**config.mk**
```make
export PLATFORM = sky130hd
export DESIGN_NAME = scan_reg_chain
export DESIGN_NICKNAME = d
export VERILOG_FILES = /design/src/rtl/rv523_scan_pkg.sv /design/src/rtl/scan_mux_bit.sv /design/src/rtl/scan_reg_chain.sv
export SDC_FILE = /design/constraint.sdc
export NUM_CORES = 1
export LEC_CHECK = 0
export CAP_MARGIN = 20
export CORE_AREA = 3 3 46 44
export CTS_CLUSTER_DIAMETER = 60
export DETAILED_ROUTE_END_ITERATION = 8
export DIE_AREA = 0 0 49 47
export GPL_TIMING_DRIVEN = 0
export PLACE_DENSITY = 0.88
export SKIP_CTS_REPAIR_TIMING = 1
export SLEW_MARGIN = 20
export SYNTH_ARGS = -nofsm -noshare
export SYNTH_HDL_FRONTEND = slang
export SYNTH_HIERARCHICAL = 1
export SYNTH_SLANG_ARGS = --single-unit
export TNS_END_PERCENT = 1
```
**constraint.sdc**
```tcl
create_clock -name CLK -period 3.37 [get_ports CLK]
set_input_delay 0.674 -clock CLK [delete_from_list [all_inputs] [get_ports CLK]]
set_output_delay 0.674 -clock CLK [all_outputs]
set_load 0.01 [all_outputs]
```
**src/rtl/rv523_scan_pkg.sv**
```systemverilog
// Shared definitions for the scannable register chain: controller state
// encoding and the shift-counter width helper.
package rv523_scan_pkg;

  // Controller states; 2'b11 is unused and decodes back to idle.
  typedef enum logic [1:0] {
    ST_IDLE  = 2'b00,
    ST_SHIFT = 2'b01,
    ST_DONE  = 2'b10
  } scan_state_e;

  // Counter must hold the value WIDTH itself, hence WIDTH+1 codes.
  function automatic int unsigned cnt_width(input int unsigned width);
    return $clog2(width + 1);
  endfunction

endpackage

```
**src/rtl/scan_mux_bit.sv**
```systemverilog
// One register bit: AOI22 next-state mux (functional pair + scan pair)
// feeding a clock-enabled D flop. Hold is done by the enable, not the mux.
module scan_mux_bit (
  input  logic clk,
  input  logic rst,
  input  logic d_i,
  input  logic load_sel,
  input  logic shift_i,
  input  logic shift_sel,
  output logic q_o
);

  logic y_c;
  logic q_d;
  logic q_q;

  // AOI22 cell; idles at 1 when neither select is active.
  always_comb begin
    y_c = ~((d_i & load_sel) | (shift_i & shift_sel));
  end

  // Flop captures the inverted AOI output only when a select is active.
  always_comb begin
    q_d = q_q;
    if (load_sel | shift_sel) begin
      q_d = ~y_c;
    end
  end

  // Bit storage with synchronous clear.
  always_ff @(posedge clk) begin
    if (rst) begin
      q_q <= 1'b0;
    end else begin
      q_q <= q_d;
    end
  end

  assign q_o = q_q;

endmodule

```
**src/rtl/scan_reg_chain.sv**
```systemverilog
// Scannable parallel-load register with a controller that shifts the whole
// register out LSB-first on request while filling it from SI.
module scan_reg_chain
  import rv523_scan_pkg::*;
#(
  parameter int unsigned WIDTH = 8
) (
  input  logic             CLK,
  input  logic             RST,
  input  logic [WIDTH-1:0] D,
  input  logic             EN,
  input  logic             START,
  input  logic             SI,
  output logic [WIDTH-1:0] Q,
  output logic             SO,
  output logic             BUSY,
  output logic             DONE
);

  localparam int unsigned CW = cnt_width(WIDTH);

  scan_state_e      state_d;
  scan_state_e      state_q;
  logic [CW-1:0]    cnt_d;
  logic [CW-1:0]    cnt_q;
  logic             busy_d;
  logic             busy_q;
  logic             done_d;
  logic             done_q;
  logic             load_sel_c;
  logic             shift_sel_c;
  logic [WIDTH-1:0] q_c;
  logic [WIDTH-1:0] shift_src_c;

  // Next state, counter and mux selects; selects are mutually exclusive.
  always_comb begin
    state_d     = state_q;
    cnt_d       = cnt_q;
    load_sel_c  = 1'b0;
    shift_sel_c = 1'b0;
    busy_d      = 1'b0;
    done_d      = 1'b0;
    case (state_q)
      ST_IDLE: begin
        if (START) begin
          state_d = ST_SHIFT;
          cnt_d   = CW'(WIDTH);
        end else if (EN) begin
          load_sel_c = 1'b1;
        end
      end
      ST_SHIFT: begin
        shift_sel_c = 1'b1;
        cnt_d       = cnt_q - CW'(1);
        if (cnt_q == CW'(1)) begin
          state_d = ST_DONE;
        end
      end
      ST_DONE: begin
        state_d = ST_IDLE;
      end
      default: begin
        state_d = ST_IDLE;
      end
    endcase
    busy_d = (state_d == ST_SHIFT);
    done_d = (state_d == ST_DONE);
  end

  // Controller registers.
  always_ff @(posedge CLK) begin
    if (RST) begin
      state_q <= ST_IDLE;
      cnt_q   <= '0;
      busy_q  <= 1'b0;
      done_q  <= 1'b0;
    end else begin
      state_q <= state_d;
      cnt_q   <= cnt_d;
      busy_q  <= busy_d;
      done_q  <= done_d;
    end
  end

  // Each bit shifts in from its upper neighbour; the MSB takes SI.
  always_comb begin
    shift_src_c = {SI, q_c[WIDTH-1:1]};
  end

  // Register bits.
  for (genvar i = 0; i < WIDTH; i++) begin : g_bit
    scan_mux_bit u_bit (
      .clk       (CLK),
      .rst       (RST),
      .d_i       (D[i]),
      .load_sel  (load_sel_c),
      .shift_i   (shift_src_c[i]),
      .shift_sel (shift_sel_c),
      .q_o       (q_c[i])
    );
  end

  assign Q    = q_c;
  assign SO   = q_c[0];
  assign BUSY = busy_q;
  assign DONE = done_q;

endmodule

```
==> impl_metrics.env <==
export IMPL_status="complete, no violations"
export IMPL_syn_num_nets=86
export IMPL_antennaDiodeCount=0
export IMPL_cts_buffers=3
export IMPL_portBuffers=23
export IMPL_synth_avg_cell_area_um2=10.2
export IMPL_drive_above_1_share_pct=14.1
export IMPL_drv_cap=0
export IMPL_drtAntennaViolNets=0
export IMPL_firstDrtPassIters=4
export IMPL_fillers=151
export IMPL_multiInputGateArea_um2=374
export IMPL_worstHoldPathType="reg -> reg"
export IMPL_antenna_found_initial=0
export IMPL_grt_start_max_net_pins=19
export IMPL_path_class="in -> reg"
export IMPL_cp_max_fo=9
export IMPL_finalCriticalPeriod_ns=2.02
export IMPL_avgViaCountPerCell=5.16
export IMPL_pwr_density_cell_nw_per_um2=421
export IMPL_grt_pass1_wl_um=2580
export IMPL_route_detailed_drc=0
export IMPL_dp_hpwl_um=1170
export IMPL_core_area_um2=1630
export IMPL_ys_ff_latch=16
export IMPL_seq_area_um2=320
export IMPL_nets=115
export IMPL_worstSetupEndpointType="flop"
export IMPL_clock_path_buffers=2
export IMPL_finalHoldViolations=0
export IMPL_ys_seq_area_share_pct=44.2
export IMPL_dpl_worst_slack_ns=1.03
export IMPL_whs_path_depth=2
export IMPL_tightest_slew_ns=0.617
export IMPL_syn_inst=71
export IMPL_initial_core_util_pct=44.5
export IMPL_yosysTopAreaCell="dfxtp_1"
export IMPL_fp_row_count=14
export IMPL_finalSetupViolations=0
export IMPL_route_vias_total=635
export IMPL_grt_pass1_vias=586
export IMPL_netlist_area_um2=724
export IMPL_fmax_mhz=495
export IMPL_first_iter_violations=14
export IMPL_relSlewSlack_pct=58.8
export IMPL_wl_per_cell_um=12.7
export IMPL_routabilityCongestion=0.834
export IMPL_overflow=0
export IMPL_setup_ws_ns=1.35
export IMPL_worstPathArrival_ns=2.24
export IMPL_cts_sinks=16
export IMPL_die_y_um=47
export IMPL_cts_root_buffer="clkbuf_4"
export IMPL_rsz0062_at_grt="no"
export IMPL_synth_area_top_cells="dfxtp_1 (44%), or3b_1 (9.7%), a22oi_1 (8.3%), a21oi_1 (5.5%), a211oi_2 (3.5%)"
export IMPL_fin_skew_ns=0.0117
export IMPL_wirelength_um=1570
export IMPL_fin_area_um2=1030
export IMPL_insertion_delay_ns=0.29
export IMPL_pin_count=24
export IMPL_fin_crit_sh_pct=59.9
export IMPL_syn_to_final_growth_pct=42.8
export IMPL_clkSlewWorstSetupHoldPaths_ns=0.10
export IMPL_place_area_um2=998
export IMPL_required_ns=3.59
export IMPL_peakVddDrop_mv=0.270
export IMPL_cts_tree="built"
export IMPL_yosysTopAreaCellShare_pct=44.2
export IMPL_slew_viol_final=0
export IMPL_worst_r2r_cell_count=5
export IMPL_fp_dieW_um=49
export IMPL_cp_start_kind="input port"
export IMPL_die_area_um2=2300
export IMPL_grtUsageTotal_pct=14.6
export IMPL_yosys_warnings=6
export IMPL_cts_max_level=1
export IMPL_ys_types=25
export IMPL_fin_tns_setup_ns=0
export IMPL_leakage_uw=0.000357
Yosys cell counts, drive strengths merged:
| cell type | n |
|---|---|
| a211oi | 2 |
| a21oi | 8 |
| a22oi | 8 |
| a2bb2oi | 1 |
| a311oi | 2 |
| a31oi | 1 |
| and3 | 1 |
| buf | 2 |
| clkbuf | 1 |
| dfxtp | 16 |
| ha | 2 |
| inv | 3 |
| nand2 | 2 |
| nand2b | 1 |
| nand3 | 1 |
| nand3b | 1 |
| nor2 | 4 |
| nor3 | 4 |
| nor3b | 1 |
| nor4b | 1 |
| o21bai | 1 |
| or3b | 8 |
logic make-up (layout without fill, tap and decap cells):
group / Yosys count / in the layout / synth area share [%]
compound gates: 23 / 23 / 24.4
fa+ha+maj: 2 / 2 / 3.45
buf+inv: 6 / 34 / 5.01
flops: 16 / 16 / 44.2
simple gates: 24 / 24 / 23.0
sequential cells by signal, summed over array words and instances, names as in the netlist:
name,count
g_bit.u_bit/q_o,8
cnt_q,4
state_q,2
BUSY,1
DONE,1
where the power goes:
part	switching, µW	internal [µW]	leakage (µW)
Sequential	9.76	203	0.000131
Combinational	44.7	53.2	0.000205
Clock	59.9	65.8	0.0000210
Total	114	322	0.000357
final timing paths:
| check | start | endpoint | slack [ns] |
|---|---|---|---|
| setup / recovery | START | g_bit[4].u_bit/q_o | 1.35 |
| hold / removal | cnt_q[2] | cnt_q[2] | 0.54 |
| setup reg to reg | state_q[0] | g_bit[4].u_bit/q_o | 1.78 |
| hold reg to reg | cnt_q[2] | cnt_q[2] | 0.54 |
critical path, stage by stage:
cell and delay [ns]:
clkdlybuf4s50_1 0.49, nor4b_2 0.57, buf_4 0.26, a22oi_1 0.09, a21oi_1 0.15
per-stage QoR:
stage / std cells / hold slack (ns) / util [%] / power [µW]
4_1_cts: 123 / 0.546 / 63.5 / 442
2_1_floorplan: 71 / 0.479 / - / 271
3_3_place_gp: 118 / 0.499 / 60.4 / 310
5_1_grt: 123 / 0.575 / 63.5 / 461
3_5_place_dp: 119 / 0.530 / 61.3 / 315
6_report: 123 / 0.541 / 63.5 / 436
area by class of cell:
cell class	count	share of cell area (%)
repair buffers	24	23.0
well taps	24	2.90
clock buffers	4	3.51
multi-input cells	49	36.2
plain buffers	3	2.18
inverters	3	1.33
flip-flops and latches	16	31.0
cell usage in the layout, fill, tap and decap left out, types with 2 or more instances in the layout:
cell	instances
or3b_1	8
nor2_1	4
nand2_1	2
a211oi_2	2
a22oi_1	8
clkdlybuf4s50_1	23
inv_1	2
ha_1	2
nor3_1	3
dfxtp_1	16
a21oi_1	8
buf_4	2
clkbuf_4	3
a311oi_1	2
metal layers:
metal / vias to the layer above / wire [µm] / global-route usage (%)
li1: 326 / - / -
met1: 288 / 674 / 16.4
met2: 21 / 756 / 25.7
met3: 0 / 137 / 8.25
met4: 0 / 0 / 1.70
met5: - / 0 / 0
(Power assumes the default switching activity.)
